**src/rtl/div_seq.sv**
```systemverilog
// div_seq: iterative signed divider, 2W-bit dividend by W-bit divisor.
// Restoring division on magnitudes, one quotient bit per enabled clock,
// followed by a single fix-up cycle that applies signs and saturation.
module div_seq #(
   parameter int W = 16
) (
   input  logic             clk,
   input  logic             arst_n,
   input  logic             ce,
   input  logic             start,
   input  logic [2*W-1:0]   A,
   input  logic [W-1:0]     B,
   output logic [W-1:0]     Q,
   output logic [W-1:0]     R,
   output logic             busy,
   output logic             done,
   output logic             ovf,
   output logic             dbz
);

   localparam int CW = $clog2(2 * W);

   localparam logic [1:0] ST_IDLE = 2'd0;
   localparam logic [1:0] ST_CALC = 2'd1;
   localparam logic [1:0] ST_FIX  = 2'd2;

   localparam logic [W-1:0] Q_MAX = {1'b0, {(W-1){1'b1}}};
   localparam logic [W-1:0] Q_MIN = {1'b1, {(W-1){1'b0}}};

   logic [1:0]     state_q, state_d;
   logic [2*W-1:0] dvd_q, dvd_d;     // dividend magnitude, shifts in quotient bits
   logic [W-1:0]   rem_q, rem_d;     // partial remainder magnitude
   logic [W-1:0]   bmag_q, bmag_d;   // divisor magnitude
   logic [CW-1:0]  cnt_q, cnt_d;
   logic           sa_q, sa_d;
   logic           sb_q, sb_d;
   logic           dz_q, dz_d;
   logic [W-1:0]   quot_q, quot_d;
   logic [W-1:0]   rmd_q, rmd_d;
   logic           busy_q, busy_d;
   logic           done_q, done_d;
   logic           ovf_q, ovf_d;
   logic           dbz_q, dbz_d;

   logic [W:0]     shifted;
   logic [W:0]     diff;
   logic           qbit;
   logic           q_neg;
   logic [W:0]     sat_res;

   // Magnitude of the dividend; the most negative value maps to 2^(2W-1).
   function automatic logic [2*W-1:0] abs_dvd(input logic signed [2*W-1:0] a);
      return (a < 0) ? -a : a;
   endfunction

   // Magnitude of the divisor; the most negative value maps to 2^(W-1).
   function automatic logic [W-1:0] abs_dvs(input logic signed [W-1:0] b);
      return (b < 0) ? -b : b;
   endfunction

   // Signs and saturates a quotient magnitude; MSB of the result is the overflow flag.
   function automatic logic [W:0] sat_quot(input logic [2*W-1:0] mag, input logic neg);
      logic [2*W-1:0]      lim;
      logic signed [W-1:0] q_s;
      lim = (2*W)'(1) << (W - 1);
      if (!neg) begin
         lim = lim - (2*W)'(1);
      end
      if (mag > lim) begin
         return {1'b1, neg ? Q_MIN : Q_MAX};
      end
      q_s = neg ? -mag[W-1:0] : mag[W-1:0];
      return {1'b0, q_s};
   endfunction

   // Remainder carries the dividend sign; a zero magnitude stays zero.
   function automatic logic [W-1:0] sign_rem(input logic [W-1:0] mag, input logic neg);
      logic signed [W-1:0] r_s;
      r_s = neg ? -mag : mag;
      return r_s;
   endfunction

   // Next-state logic: operand capture, one restoring step, sign fix-up.
   always_comb begin
      state_d = state_q;
      dvd_d   = dvd_q;
      rem_d   = rem_q;
      bmag_d  = bmag_q;
      cnt_d   = cnt_q;
      sa_d    = sa_q;
      sb_d    = sb_q;
      dz_d    = dz_q;
      quot_d  = quot_q;
      rmd_d   = rmd_q;
      busy_d  = busy_q;
      done_d  = 1'b0;
      ovf_d   = ovf_q;
      dbz_d   = dbz_q;
      shifted = {rem_q, dvd_q[2*W-1]};
      diff    = shifted - {1'b0, bmag_q};
      qbit    = 1'b0;
      q_neg   = 1'b0;
      sat_res = '0;
      case (state_q)
         ST_IDLE: begin
            if (start) begin
               sa_d   = A[2*W-1];
               sb_d   = B[W-1];
               bmag_d = abs_dvs(B);
               rem_d  = '0;
               cnt_d  = CW'(2 * W - 1);
               busy_d = 1'b1;
               if (B == '0) begin
                  // Raw dividend kept so its low half can be returned as R.
                  dz_d    = 1'b1;
                  dvd_d   = A;
                  state_d = ST_FIX;
               end else begin
                  dz_d    = 1'b0;
                  dvd_d   = abs_dvd(A);
                  state_d = ST_CALC;
               end
            end
         end
         ST_CALC: begin
            if (shifted >= {1'b0, bmag_q}) begin
               qbit  = 1'b1;
               rem_d = diff[W-1:0];
            end else begin
               rem_d = shifted[W-1:0];
            end
            dvd_d = {dvd_q[2*W-2:0], qbit};
            if (cnt_q == '0) begin
               state_d = ST_FIX;
            end else begin
               cnt_d = cnt_q - CW'(1);
            end
         end
         ST_FIX: begin
            done_d  = 1'b1;
            busy_d  = 1'b0;
            state_d = ST_IDLE;
            if (dz_q) begin
               dbz_d  = 1'b1;
               ovf_d  = 1'b0;
               quot_d = dvd_q[2*W-1] ? Q_MIN : Q_MAX;
               rmd_d  = dvd_q[W-1:0];
            end else begin
               q_neg   = (sa_q ^ sb_q) && (dvd_q != '0);
               sat_res = sat_quot(dvd_q, q_neg);
               dbz_d   = 1'b0;
               ovf_d   = sat_res[W];
               quot_d  = sat_res[W-1:0];
               rmd_d   = sign_rem(rem_q, sa_q);
            end
         end
         default: begin
            state_d = ST_IDLE;
         end
      endcase
   end

   // State registers; ce=0 freezes everything, reset aborts any operation.
   always_ff @(posedge clk or negedge arst_n) begin
      if (!arst_n) begin
         state_q <= ST_IDLE;
         dvd_q   <= '0;
         rem_q   <= '0;
         bmag_q  <= '0;
         cnt_q   <= '0;
         sa_q    <= 1'b0;
         sb_q    <= 1'b0;
         dz_q    <= 1'b0;
         quot_q  <= '0;
         rmd_q   <= '0;
         busy_q  <= 1'b0;
         done_q  <= 1'b0;
         ovf_q   <= 1'b0;
         dbz_q   <= 1'b0;
      end else if (ce) begin
         state_q <= state_d;
         dvd_q   <= dvd_d;
         rem_q   <= rem_d;
         bmag_q  <= bmag_d;
         cnt_q   <= cnt_d;
         sa_q    <= sa_d;
         sb_q    <= sb_d;
         dz_q    <= dz_d;
         quot_q  <= quot_d;
         rmd_q   <= rmd_d;
         busy_q  <= busy_d;
         done_q  <= done_d;
         ovf_q   <= ovf_d;
         dbz_q   <= dbz_d;
      end
   end

   assign Q    = quot_q;
   assign R    = rmd_q;
   assign busy = busy_q;
   assign done = done_q;
   assign ovf  = ovf_q;
   assign dbz  = dbz_q;

endmodule

```
**config.mk**
```make
export PLATFORM = sky130hd
export DESIGN_NAME = div_seq
export DESIGN_NICKNAME = d
export VERILOG_FILES = /design/src/rtl/div_seq.sv
export SDC_FILE = /design/constraint.sdc
export NUM_CORES = 1
export LEC_CHECK = 0
export BUFFER_PORTS_ARGS = -buffer_cell sky130_fd_sc_hd__clkbuf_2
export CAP_MARGIN = 10
export CORE_ASPECT_RATIO = 0.7
export CORE_MARGIN = 10
export CORE_UTILIZATION = 40
export DETAILED_ROUTE_END_ITERATION = 7
export SETUP_SLACK_MARGIN = 0.5
export SKIP_LAST_GASP = 1
export SLEW_MARGIN = 20
export SYNTH_ARGS = -nofsm -noshare
export SYNTH_HDL_FRONTEND = slang
export SYNTH_SLANG_ARGS = --single-unit
```
**constraint.sdc**
```tcl
create_clock -name clk -period 3.79 [get_ports clk]
set_clock_uncertainty 0.15 [all_clocks]
set_input_delay 0.379 -clock clk [delete_from_list [all_inputs] [get_ports clk]]
set_output_delay 0.379 -clock clk [all_outputs]
set_load 0.02 [all_outputs]
```
# Word-level counts from Yosys, hierarchy flattened
# Cells that the tools add are included.
[op_classes]
muxes = 36
n_eq_ne = 5
n_reduce_logical = 13
shift = 0
addsub = 6
mul = 0
n_lt_le_gt_ge = 4
n_div = 0
n_bitwise = 1
[op_table]
columns = ["cell", "n"]
rows = [
  ["16-bit 2-to-1 mux", 10],
  ["32-bit 2-to-1 mux", 5],
  ["32-bit case mux with 2 select lines", 1],
  ["16-bit negation", 3],
  ["17-bit 2-to-1 mux", 2],
  ["32-bit > comparator", 1],
  ["32-bit by 1-bit < comparator with 1-bit output (second input constant)", 1],
  ["32-bit negation", 1],
  ["16-bit case mux with 2 select lines", 1],
  ["32-bit nonzero test", 1],
  ["17-bit by 16-bit >= comparator with 1-bit output", 1],
  ["16-bit logical NOT", 1],
  ["16-bit by 1-bit < comparator with 1-bit output (second input constant)", 1],
  ["16-bit subtractor", 1],
  ["3-bit AND reduction", 4],
  ["5-bit 2-to-1 mux", 2],
  ["5-bit case mux with 2 select lines", 1],
  ["1-bit 2-to-1 mux", 9],
  ["2-bit 2-to-1 mux", 3],
  ["2-bit inequality test (second input constant)", 3],
  ["5-bit logical NOT", 1],
  ["5-bit by 1-bit subtractor with 5-bit output (second input constant)", 1],
  ["2-bit case mux with 2 select lines", 1],
  ["4-bit AND reduction", 1],
  ["other kinds (8)", 9],
]
[word_totals]
regBits = 110
mem_count = 0
inputBits = 52
ramBits = 0
rom_bits = 0
latchBits = 0

# Logic depth before layout (Yosys ltp)
# Gate-level depths: netlist of run 1.
[depth]
depth_word = 11
ltp_mapped = 16

# Worst setup path after synthesis of run 1
# OpenSTA, ideal clock, no wires.
[synth_path]
path_kind = "register -> register"
startpoint = "register dvd_q[0]"
endpoint = "register quot_q[12], in the netlist Q[12]"
slack_ns = -0.198
t_required_ns = 3.504
setup_ns = 0.136
arrival_ns = 3.702
stages_incl_launch_ff = 15
synth_period_minus_slack_ns = 3.988
cell_sequence = "dfrtp_1 inv_1 ha_1 nor3b_2 and4_1 a31oi_2 clkbuf_1 ha_1 nor2b_1 o211ai_1 a2111o_1 a41oi_2 mux2_2 o21ai_0 o211ai_1"
[synth_between]
elab_chain_cells = 11
[synth_rtl]
columns = ["item", "line", "rtl"]
rows = [
  ["start: declaration", "31", "logic [2*W-1:0] dvd_q, dvd_d;"],
  ["start signal: assignment", "182", "dvd_q <= dvd_d;"],
  ["32-bit nonzero test", "149", "q_neg = (sa_q ^ sb_q) && (dvd_q != '0);"],
  ["1-bit logical AND", "149", ""],
  ["16-bit 2-to-1 mux", "66, 70", ""],
  ["32-bit 2-to-1 mux", "143", "if (dz_q) begin"],
  ["32-bit 2-to-1 mux", "104", "case (state_q)"],
  ["32-bit > comparator", "69", "if (mag > lim) begin"],
  ["1-bit 2-to-1 mux", "69", ""],
  ["1-bit 2-to-1 mux", "143", ""],
  ["1-bit 2-to-1 mux", "104", ""],
  ["17-bit 2-to-1 mux *", "72", "q_s = neg ? -mag[W-1:0] : mag[W-1:0];"],
  ["16-bit 2-to-1 mux *", "143", ""],
  ["end signal: assignment", "189", "quot_q <= quot_d;"],
  ["end: declaration", "38", "logic [W-1:0] quot_q, quot_d;"],
]
# Every way passes the cells marked *; elsewhere a longest branch is shown, timed or not. The select of a mux whose other input is x is not followed.
# A chain may end at the register's enable or synchronous reset.

# Final worst setup path of run 1
[layout_path]
startpoint = "register dvd_q[20]"
endpoint = "register quot_q[15], in the netlist Q[15]"
# The elaborated chain is that of the path after synthesis.

==> results of run 1 <==
## synthesized netlist by cell type, types with 9 or more instances
cell	instances
sky130_fd_sc_hd__nand3_1	9
sky130_fd_sc_hd__inv_1	38
sky130_fd_sc_hd__nor4_1	13
sky130_fd_sc_hd__xor2_1	48
sky130_fd_sc_hd__ha_1	38
sky130_fd_sc_hd__mux2i_1	20
sky130_fd_sc_hd__o21ai_0	91
sky130_fd_sc_hd__xnor2_1	24
sky130_fd_sc_hd__a22oi_1	28
sky130_fd_sc_hd__a21oi_1	55
sky130_fd_sc_hd__clkbuf_1	43
sky130_fd_sc_hd__nor2_1	56
sky130_fd_sc_hd__nand2_1	137
sky130_fd_sc_hd__o211ai_1	15
sky130_fd_sc_hd__dfrtp_1	110
sky130_fd_sc_hd__o31ai_1	18
sky130_fd_sc_hd__nor3_1	14
## repair_timing
| action | in CTS | in global routing |
|---|---|---|
| cloned | 2 | 0 |
| pin swaps | 15 | 25 |
| hold buffers | 1 | 0 |
| gates resized for setup | 22 | 14 |
| setup endpoints to repair | 17 | 17 |
| hold endpoints to repair | 34 | 0 |
| buffers inserted | 9 | 7 |
## registers in the layout, indices dropped and copies added (netlist names), 2 cells and up
signal	count
bmag_q	16
dvd_q	32
rem_q	16
state_q	2
cnt_q	5
R	16
Q	16
## tightest hold or removal path, stage by stage
cell,delay [ns]
sky130_fd_sc_hd__clkbuf_2,0.12
sky130_fd_sc_hd__nand2_1,0.11
sky130_fd_sc_hd__nand2_1,0.05
## path summary, 6_finish.rpt
check,cells past startpoint,startpoint,endpoint
min reg2reg,2,bmag_q[9],bmag_q[9]
max in group asynchronous,3,arst_n,dvd_q[1]
max,13,dvd_q[20],Q[15]
max reg2reg,13,dvd_q[20],Q[15]
min,3,A[31],sa_q
min in group asynchronous,2,arst_n,R[2]
## power groups by stage
stage	Clock, mW	Sequential (mW)	Combinational (mW)
5_1_grt	1.02	2.12	5.65
2_1_floorplan	0	2.02	3.33
3_5_place_dp	0	2.07	4.49
4_1_cts	0.974	2.05	4.78
6_report	0.955	2.06	5.06
3_3_place_gp	0	2.05	4.46
## cell type report
| cell class | count | area [µm²] | area share, % |
|---|---|---|---|
| clock buffers | 10 | 229 | 2.46 |
| clock inverters | 6 | 61.3 | 0.659 |
| inverters | 40 | 155 | 1.67 |
| multi-input cells | 706 | 4880 | 52.5 |
| flip-flops and latches | 110 | 2750 | 29.6 |
| well taps | 264 | 330 | 3.55 |
| repair buffers | 140 | 892 | 9.59 |
## per-layer routing
layer  part of all wire [%]  vias up
li1                       -     3476
met3                    5.3       14
met5                      0        -
met2                     39      196
met1                     55     3247
met4                   0.80        0
## kinds of logic after synthesis
| group | Yosys count |
|---|---|
| adder cells (fa/ha/maj) | 39 |
| buffers and inverters | 96 |
| multiplexers | 23 |
| flip-flops | 110 |
| AND/OR/NAND/NOR | 294 |
| XOR/XNOR | 72 |
| AO/OA/AOI/OAI | 278 |
==> Implementation_results.wiki, run 1 <==
{| class="wikitable"
! Metric !! Value
|-
| Result of the run || finished, final reports clean
|-
| Remaining max-slew budget at the tightest pin || between 40% and 50%
|-
| Number of core rows || 42
|-
| Max Fanout on Critical Path || 8
|-
| Worst-Skew Late Latency || ~0.36 ns
|-
| Most Crowded Layer GR || met1
|-
| Met3 Track Usage GR || between 3 and 4%
|-
| Final-report hold violation count || 0
|-
| Max-slew violation count || 0
|-
| Post-route minimum period || around 3.5 ns
|-
| First-pass DRT Iterations || 4
|-
| Deepest clock path buffer count || 2
|-
| Number of nets with antenna violations after detailed routing || 0
|-
| TritonCTS clock tree || built
|-
| Post-synthesis instance area || about 8000 µm²
|-
| Initial Utilization || between 40% and 50%
|-
| Slowest Stage Delay on Critical Path || 0.43 ns
|-
| Share of the synthesized area in the top cell type || between 30% and 40%
|-
| Leading cell types in the layout, fill and taps excluded || sky130_fd_sc_hd__nand2_1 (137), sky130_fd_sc_hd__dfrtp_1 (109), sky130_fd_sc_hd__o21ai_0 (88)
|-
| Fraction of final layout cells with drive strength greater than 1 || roughly 22%
|-
| Width of the die || about 190 µm
|-
| Number of synthesized flops with an enable pin || 0
|-
| Total track usage || 17.1%
|-
| Worst-case hold slack || roughly 0.18 ns
|-
| Netlist cell types || 78
|-
| Critical path startpoint category || flop
|-
| Global-route wire length before repair || around 36000 µm
|-
| Vert. Die Dim || 137 µm
|-
| Worst Path Class, Setup || flop to flop
|-
| Power per cell area || 868 nW/µm²
|-
| Inserted Clock Buffers || 9
|-
| Total length of routed wires || between 20000 and 25000 µm
|-
| Nets in the synthesized netlist || about 1000
|-
| Number of I/O pins || slightly below 90
|-
| List of cells traversed by the critical path || nor4_1 -> and4_2 -> a31oi_4 -> buf_12 -> ha_4 -> nor2b_1 -> o211ai_1 -> a2111o_1 -> a41oi_4 -> buf_6 -> a21oi_1 -> a221oi_2 -> o21ai_1
|-
| Warnings, synthesis || 0
|-
| Total DRC errors in the routed layout || 0
|-
| Net switching power || approximately 3.7 mW
|-
| Async set or reset register ratio after synthesis || 100%
|-
| Number of sinks on the clock net || 110
|-
| Largest cells by area after synthesis || sky130_fd_sc_hd__dfrtp_1 (35%), sky130_fd_sc_hd__nand2_1 (6.6%), sky130_fd_sc_hd__ha_1 (6.1%), sky130_fd_sc_hd__o21ai_0 (5.9%), sky130_fd_sc_hd__xor2_1 (5.4%)
|-
| Setup slack after layout || 0.248 ns
|-
| Part of the power in the clock network || a little under an eighth
|-
| Final Cycle Share || between 90% and 100%
|-
| Count of max-cap constraint violations || 0
|-
| Post-layout nets || roughly 1100
|-
| Critical Path End Type || flop
|-
| F_max || 0.282 GHz
|-
| Peak supply drop || about 0.46 mV
|-
| Clock-pin slew reported for the worst setup and hold paths after clock tree synthesis || approximately 0.080 ns
|-
| Routed wire per std cell || between 15 and 20 µm
|-
| Portion of total power attributed to sequential cells || 25.5%
|-
| Core Footprint || around 19000 µm²
|-
| Combinational fraction of design power || between 60% and 70%
|-
| Total chip power || about 8 mW
|-
| Detailed-route vias per instance || 5.43
|-
| Fraction of power spent switching nets || 45.6%
|-
| Standby leakage power || approximately 4.2 nW
|-
| Buffers on Ports || slightly below 90
|-
| RSZ-0062 raised after global routing || true
|-
| Simple-gate area share of the yosys netlist || a little under a fifth
|-
| Main synth FF type || sky130_fd_sc_hd__dfrtp_1
|-
| Initial detailed-routing violation count || between 500 and 600
|-
| Synth-to-layout area growth || 19.6%
|-
| Post-synthesis instance total || just over 900
|-
| Instance area at placement || just under 9000 µm²
|-
| Cell type with the largest total area after synthesis || sky130_fd_sc_hd__dfrtp_1
|-
| Post-Layout Cell Count || around 1300
|-
| Crit path buf inv count || 2
|-
| Final setup TNS || 0 ns
|-
| Internal Pwr Total || 4.39 mW
|-
| Flop2flop setup slack || approximately 0.25 ns
|-
| Met2 Usage GRT || a little under a quarter
|-
| XOR/XNOR share of the synthesized area || roughly 8.1%
|-
| Number of placed instances with taps included || 1241
|-
| Area of all placed cells without fillers || 9300 µm²
|-
| Adder-cell share of the synthesized area || roughly 6.4%
|-
| Clock Root Buffer || sky130_fd_sc_hd__clkbuf_16
|-
| Residual overflow from global routing || 0
|-
| Worst Path Required || 3.88 ns
|-
| Mux cell area share after synthesis || slightly above 3%
|-
| Die area || 25500 µm²
|-
| Worst path arrival time || 3.63 ns
|-
| Least-Margin Pin Slew || slightly below 0.9 ns
|-
| H-tree levels || 3
|-
| Worst setup timing slack at the placement stage || 0.152 ns
|-
| Worst min-delay path category || primary input to flop
|-
| Sequential area share after synthesis || between 30% and 40%
|-
| Fraction of the mapped netlist area in compound gates || about a quarter
|-
| Number of antenna violations at the first check in global routing || 0
|-
| Number of flip-flops and latches in the synthesized netlist || 110
|-
| N_diodes || 0
|-
| Largest family of logic cells by synthesized area || compound AO/OA/AOI/OAI gates
|-
| Global placement routability congestion || 0.879
|-
| Via count of the first global-routing pass || 6553
|-
| Via count || just under 7000
|-
| GR Util met1 || between 20 and 30%
|-
| Setup-violating endpoint count in the final report || 0
|-
| Maximum number of pins on one net before global-route repair || 61
|-
| Estimated wirelength of the detail-placed design || 16500 µm
|-
| Util after Layout || between 40 and 50%
|-
| Most frequent standard cell in the layout excluding fill and tap cells || sky130_fd_sc_hd__nand2_1
|-
| Library cell contributing the largest single delay on the critical path || sky130_fd_sc_hd__a2111o_1
|-
| Average footprint of a synthesized cell || between 8 and 9 µm²
|-
| # fillers || between 1500 and 2000
|-
| Top delay family on crit path || compound AO/OA/AOI/OAI gates
|}
No activity file was read; power rests on OpenSTA's default activity.
==> run 2, diff against run 1 <==
- CELL_PAD_IN_SITES_DETAIL_PLACEMENT: unset -> 0
- CELL_PAD_IN_SITES_GLOBAL_PLACEMENT: unset -> 2
- CORE_UTILIZATION: 40 -> 33
- PLACE_DENSITY_LB_ADDON: unset -> 0.1
==> Implementation_results.wiki, run 2 (synthesis results as in run 1) <==
{| class="wikitable"
! Metric !! Value
|-
| Result of the run || finished, final reports clean (unchanged)
|-
| Worst-Skew Late Latency || 0.36 ns (about the same)
|-
| Number of sinks on the clock net || 110 (unchanged)
|-
| Instance area at placement || 8780 µm² (was 8650 µm²)
|-
| Internal Pwr Total || 4.27 mW (was 4.39 mW)
|-
| Area of all placed cells without fillers || 9390 µm² (was 9300 µm²)
|-
| Post-Layout Cell Count || 1332 (was 1276)
|-
| Total length of routed wires || 24900 µm (was 22300 µm)
|-
| Detailed-route vias per instance || 5.25 (was 5.43)
|-
| Estimated wirelength of the detail-placed design || 18900 µm (was 16500 µm)
|-
| Peak supply drop || 0.290 mV (was 0.457 mV)
|-
| Number of core rows || 46 (was 42)
|-
| Final setup TNS || 0 ns (unchanged)
|-
| Final-report hold violation count || 0 (unchanged)
|-
| Residual overflow from global routing || 0 (unchanged)
|-
| Total track usage || 16.6% (was 17.1%)
|-
| Deepest clock path buffer count || 2 (unchanged)
|-
| Global-route wire length before repair || 40300 µm (was 36100 µm)
|-
| Number of placed instances with taps included || 1299 (was 1241)
|-
| Global placement routability congestion || 0.826 (was 0.879)
|-
| Vert. Die Dim || 148 µm (was 137 µm)
|-
| Sequential cell area || 2750 µm² (unchanged)
|-
| Total DRC errors in the routed layout || 0 (unchanged)
|-
| TritonCTS clock tree || built (unchanged)
|-
| N_diodes || 0 (unchanged)
|-
| Count of max-cap constraint violations || 0 (unchanged)
|-
| Clock Root Buffer || sky130_fd_sc_hd__clkbuf_16 (unchanged)
|-
| Max Fanout on Critical Path || 8 (unchanged)
|-
| Number of antenna violations at the first check in global routing || 0 (unchanged)
|-
| Most frequent standard cell in the layout excluding fill and tap cells || sky130_fd_sc_hd__nand2_1 (unchanged)
|-
| Worst path arrival time || 3.58 ns (was 3.63 ns)
|-
| Buffers on Ports || 87 (unchanged)
|-
| Setup-violating endpoint count in the final report || 0 (unchanged)
|-
| Via count || 6999 (was 6933)
|-
| Combinational fraction of design power || 63.0% (was 62.7%)
|-
| Post-layout nets || 1106 (was 1098)
|-
| Util after Layout || 41.0% (was 48.9%)
|-
| Critical Path End Type || flop (unchanged)
|-
| Width of the die || 204 µm (was 187 µm)
|-
| Final Cycle Share || 91.2% (was 93.4%)
|-
| Standby leakage power || 4.22 nW (was 4.19 nW)
|-
| Inserted Clock Buffers || 9 (unchanged)
|-
| Core Footprint || 22900 µm² (was 19000 µm²)
|-
| Number of I/O pins || 88 (unchanged)
|-
| F_max || 0.289 GHz (was 0.282 GHz)
|-
| Number of nets with antenna violations after detailed routing || 0 (unchanged)
|-
| Initial Utilization || 34.0% (was 40.9%)
|-
| Power per cell area || 851 nW/µm² (was 868 nW/µm²)
|-
| Leading cell types in the layout, fill and taps excluded || sky130_fd_sc_hd__nand2_1 (137), sky130_fd_sc_hd__dfrtp_1 (109), sky130_fd_sc_hd__o21ai_0 (90) (was sky130_fd_sc_hd__nand2_1 (137), sky130_fd_sc_hd__dfrtp_1 (109), sky130_fd_sc_hd__o21ai_0 (88))
|-
| Portion of total power attributed to sequential cells || 25.6% (was 25.5%)
|-
| Setup slack after layout || 0.335 ns (was 0.248 ns)
|-
| Net switching power || 3.72 mW (was 3.68 mW)
|-
| Synth-to-layout area growth || 20.6% (was 19.6%)
|-
| Critical path startpoint category || flop (unchanged)
|-
| Worst Path Class, Setup || flop to flop (unchanged)
|-
| Worst setup timing slack at the placement stage || -0.205 ns (was 0.152 ns)
|-
| Worst Path Required || 3.92 ns (was 3.88 ns)
|-
| Fraction of final layout cells with drive strength greater than 1 || 22.2% (was 21.7%)
|-
| Maximum number of pins on one net before global-route repair || 52 (was 61)
|-
| Part of the power in the clock network || 11.4% (was 11.8%)
|-
| Remaining max-slew budget at the tightest pin || 45.1% (was 42.2%)
|-
| # fillers || 2385 (was 1863)
|-
| Worst-case hold slack || 0.181 ns (was 0.184 ns)
|-
| Die area || 30200 µm² (was 25500 µm²)
|-
| Total chip power || 7.99 mW (was 8.08 mW)
|-
| Fraction of power spent switching nets || 46.6% (was 45.6%)
|-
| H-tree levels || 3 (unchanged)
|-
| Flip-flop count of the largest register, all copies and words added || 32 (unchanged)
|-
| First-pass DRT Iterations || 5 (was 4)
|-
| Routed wire per std cell || 18.7 µm (was 17.5 µm)
|-
| Max-slew violation count || 0 (unchanged)
|-
| Worst min-delay path category || primary input to flop (unchanged)
|-
| Post-route minimum period || 3.46 ns (was 3.54 ns)
|-
| Least-Margin Pin Slew || 0.824 ns (was 0.868 ns)
|-
| Via count of the first global-routing pass || 6744 (was 6553)
|-
| Largest reg by FF count || dvd_q (unchanged)
|-
| Footprint of the multi-input gates || 4890 µm² (was 4880 µm²)
|-
| Clock-pin slew reported for the worst setup and hold paths after clock tree synthesis || 0.07 ns (was 0.08 ns)
|-
| RSZ-0062 raised after global routing || true (unchanged)
|-
| Initial detailed-routing violation count || 492 (was 524)
|}
-- run 2: final cells by class --
cell class | instances | share of cell area, %
repair buffers | 146 | 9.92
flip-flops and latches | 110 | 29.3
well taps | 312 | 4.16
inverters | 40 | 1.60
clock inverters | 5 | 0.267
multi-input cells | 708 | 52.1
clock buffers | 11 | 2.59
-- run 2: worst max-delay path: stages (launching register included) --
cell	delay [ns]
sky130_fd_sc_hd__dfrtp_1	0.40
sky130_fd_sc_hd__inv_2	0.08
sky130_fd_sc_hd__ha_4	0.13
sky130_fd_sc_hd__nor3b_4	0.17
sky130_fd_sc_hd__and4_4	0.28
sky130_fd_sc_hd__a31oi_4	0.15
sky130_fd_sc_hd__buf_6	0.16
sky130_fd_sc_hd__ha_4	0.26
sky130_fd_sc_hd__nand4_1	0.20
sky130_fd_sc_hd__nor4_4	0.37
sky130_fd_sc_hd__and2_4	0.20
sky130_fd_sc_hd__a41oi_4	0.05
sky130_fd_sc_hd__buf_6	0.20
sky130_fd_sc_hd__o41ai_2	0.27
sky130_fd_sc_hd__a21oi_1	0.12
sky130_fd_sc_hd__o211ai_1	0.16
-- run 2: what timing repair did --
item | in CTS | in global routing
gates resized for setup | 22 | 6
hold endpoints to repair | 49 | 0
pin swaps | 10 | 8
hold buffers | 1 | 0
gates cloned | 2 | 0
setup endpoints to repair | 17 | 19
setup buffers | 8 | 6
-- run 2: routing by layer --
metal  wire length (µm)  global-route usage, %
met3               1150                   3.04
met4                228                   3.46
met2               9900                   22.3
met5                  0                      0
met1              13600                   26.1
-- run 2: power by group through the flow --
stage | Combinational, mW | Sequential, mW | Clock, mW
2_1_floorplan | 3.33 | 2.02 | 0
5_1_grt | 5.63 | 2.12 | 0.991
4_1_cts | 4.96 | 2.03 | 0.949
3_3_place_gp | 4.69 | 2.04 | 0
3_5_place_dp | 4.66 | 2.04 | 0
6_report | 5.03 | 2.04 | 0.912
-- run 2: final timing paths --
kind                       startpoint         to  slack (ns)  depth (start not counted)
min in group asynchronous      arst_n  dvd_q[20]        0.44                          2
min reg2reg                      busy       busy        0.33                          2
max in group asynchronous      arst_n  bmag_q[1]        2.21                          3
min                             A[31]       sa_q        0.18                          3
max                          dvd_q[0]       Q[5]        0.33                         15
max reg2reg                  dvd_q[0]       Q[5]        0.33                         15
==> run 3, diff against run 2 <==
- CORE_UTILIZATION: 33 -> 39
- clock period: 3.79 -> 4.15 ns (I/O delays scaled with it)
==> Implementation_results.wiki, run 3 (synthesis results as in run 1) <==
{| class="wikitable"
! Metric !! Value
|-
| Result of the run || finished, final reports clean (unchanged)
|-
| Count of max-cap constraint violations || 0 (unchanged)
|-
| Total chip power || 7.18 mW (was 7.99 mW)
|-
| Final setup TNS || 0 ns (unchanged)
|-
| Inserted Clock Buffers || 9 (unchanged)
|-
| First-pass DRT Iterations || 5 (unchanged)
|-
| Post-route minimum period || 3.55 ns (was 3.46 ns)
|-
| Vert. Die Dim || 138 µm (was 148 µm)
|-
| Routed wire per std cell || 19.0 µm (was 18.7 µm)
|-
| Clock Root Buffer || sky130_fd_sc_hd__clkbuf_16 (unchanged)
|-
| Residual overflow from global routing || 0 (unchanged)
|-
| Number of I/O pins || 88 (unchanged)
|-
| Detailed-route vias per instance || 5.56 (was 5.25)
|-
| Width of the die || 189 µm (was 204 µm)
|-
| Area of all placed cells without fillers || 9150 µm² (was 9390 µm²)
|-
| Number of antenna violations at the first check in global routing || 0 (unchanged)
|-
| Most frequent standard cell in the layout excluding fill and tap cells || sky130_fd_sc_hd__nand2_1 (unchanged)
|-
| Buffers on Ports || 87 (unchanged)
|-
| Least-Margin Pin Slew || 0.885 ns (was 0.824 ns)
|-
| N_diodes || 0 (unchanged)
|-
| Post-layout nets || 1090 (was 1106)
|-
| Standby leakage power || 4.13 nW (was 4.22 nW)
|-
| Fraction of final layout cells with drive strength greater than 1 || 20.9% (was 22.2%)
|-
| Total length of routed wires || 24300 µm (was 24900 µm)
|-
| Via count of the first global-routing pass || 6904 (was 6744)
|-
| Total DRC errors in the routed layout || 0 (unchanged)
|-
| Die area || 26100 µm² (was 30200 µm²)
|-
| Peak supply drop || 0.319 mV (was 0.290 mV)
|-
| Number of placed instances with taps included || 1244 (was 1299)
|-
| Number of sinks on the clock net || 110 (unchanged)
|-
| Remaining max-slew budget at the tightest pin || 40.2% (was 45.1%)
|-
| TritonCTS clock tree || built (unchanged)
|-
| Total track usage || 18.4% (was 16.6%)
|-
| Post-Layout Cell Count || 1274 (was 1332)
|-
| Initial Utilization || 39.5% (was 34.0%)
|-
| Global placement routability congestion || 0.856 (was 0.826)
|-
| Core Footprint || 19700 µm² (was 22900 µm²)
|-
| Worst-Skew Late Latency || 0.37 ns (was 0.36 ns)
|-
| Estimated wirelength of the detail-placed design || 18400 µm (was 18900 µm)
|-
| Critical Path End Type || flop (unchanged)
|-
| Worst min-delay path category || primary input to flop (unchanged)
|-
| Power per cell area || 785 nW/µm² (was 851 nW/µm²)
|-
| Max-slew violation count || 0 (unchanged)
|-
| Final-report hold violation count || 0 (unchanged)
|-
| Worst path arrival time || 3.69 ns (was 3.58 ns)
|-
| F_max || 0.281 GHz (was 0.289 GHz)
|-
| Global-route wire length before repair || 39300 µm (was 40300 µm)
|-
| Leading cell types in the layout, fill and taps excluded || sky130_fd_sc_hd__nand2_1 (137), sky130_fd_sc_hd__dfrtp_1 (109), sky130_fd_sc_hd__o21ai_0 (89) (was sky130_fd_sc_hd__nand2_1 (137), sky130_fd_sc_hd__dfrtp_1 (109), sky130_fd_sc_hd__o21ai_0 (90))
|-
| Number of cells on the worst reg-to-reg path || 14 (was 15)
|-
| Instance area at placement || 8570 µm² (was 8780 µm²)
|-
| Util after Layout || 46.4% (was 41.0%)
|-
| Maximum number of pins on one net before global-route repair || 51 (was 52)
|-
| Max Fanout on Critical Path || 8 (unchanged)
|-
| Worst Path Required || 4.28 ns (was 3.92 ns)
|-
| Number of core rows || 43 (was 46)
|-
| Number of nets with antenna violations after detailed routing || 0 (unchanged)
|-
| H-tree levels || 3 (unchanged)
|-
| Setup-violating endpoint count in the final report || 0 (unchanged)
|-
| RSZ-0062 raised after global routing || true (unchanged)
|-
| Clock-pin slew reported for the worst setup and hold paths after clock tree synthesis || 0.08 ns (was 0.07 ns)
|-
| Via count || 7088 (was 6999)
|-
| Final Cycle Share || 85.6% (was 91.2%)
|-
| Deepest clock path buffer count || 2 (unchanged)
|-
| Flip-flop count of the largest register, all copies and words added || 32 (unchanged)
|-
| Critical path startpoint category || flop (unchanged)
|-
| Synth-to-layout area growth || 17.5% (was 20.6%)
|-
| Largest reg by FF count || dvd_q (unchanged)
|-
| Worst Path Class, Setup || flop to flop (unchanged)
|-
| Worst Hold Depth || 3 (unchanged)
|-
| Initial detailed-routing violation count || 432 (was 492)
|}
==> run 3: layer usage <==
layer	wire length, µm	part of all wire [%]	GRT usage, %	up-vias
li1	-	-	-	3459
met1	13000	54	28.4	3425
met2	9640	40	25.0	184
met3	1320	5.4	3.87	20
met4	282	1.2	4.08	0
met5	0	0	0	-
==> run 3: worst max-delay path, cell delays in order, from the launching register on <==
cell and delay, ns:
sky130_fd_sc_hd__dfrtp_1 0.39, sky130_fd_sc_hd__inv_2 0.06, sky130_fd_sc_hd__ha_2 0.18, sky130_fd_sc_hd__nor3b_4 0.21, sky130_fd_sc_hd__and4_4 0.26, sky130_fd_sc_hd__a31oi_4 0.11
sky130_fd_sc_hd__buf_6 0.20, sky130_fd_sc_hd__ha_4 0.27, sky130_fd_sc_hd__nand4_1 0.24, sky130_fd_sc_hd__a2111o_1 0.48, sky130_fd_sc_hd__a41oi_4 0.23, sky130_fd_sc_hd__buf_6 0.18
sky130_fd_sc_hd__nand3_2 0.11, sky130_fd_sc_hd__a21o_4 0.28, sky130_fd_sc_hd__o211ai_1 0.10
==> run 3: worst paths after layout <==
| kind | from | to | slack [ns] |
|---|---|---|---|
| max | dvd_q[1] | Q[8] | 0.60 |
| min | B[0] | bmag_q[0] | 0.23 |
| max reg2reg | dvd_q[1] | Q[8] | 0.60 |
| min reg2reg | bmag_q[14] | bmag_q[14] | 0.33 |
| max in group asynchronous | arst_n | dvd_q[6] | 2.45 |
| min in group asynchronous | arst_n | rem_q[4] | 0.46 |
==> run 3: layout make-up <==
class | count | area [µm²]
well taps | 270 | 338
flip-flops and latches | 110 | 2750
repair buffers | 131 | 786
clock inverters | 5 | 41.3
inverters | 40 | 150
multi-input cells | 707 | 4820
clock buffers | 11 | 253
fillers | 1965 | 10500
==> run 3: what timing repair did <==
item,CTS,global route
gates resized for setup,11,28
hold endpoints to repair,48,0
hold buffers,1,0
endpoints found under the setup margin,14,16
gates cloned,3,0
setup buffers,4,6
pin swaps,4,12
==> run 3: power by group <==
part / total, mW / internal (mW) / switching, mW
sequential: 1.89 / 1.47 / 0.424
combinational: 4.40 / 1.87 / 2.53
clock: 0.892 / 0.448 / 0.444
==> run 3: through the flow <==
stage | setup WS [ns] | hold WS [ns]
4_1_cts | 0.491 | 0.215
6_report | 0.597 | 0.229
5_1_grt | 0.456 | 0.241
2_1_floorplan | 0.563 | -0.0306
3_3_place_gp | 0.364 | 0.312
3_5_place_dp | 0.142 | 0.321
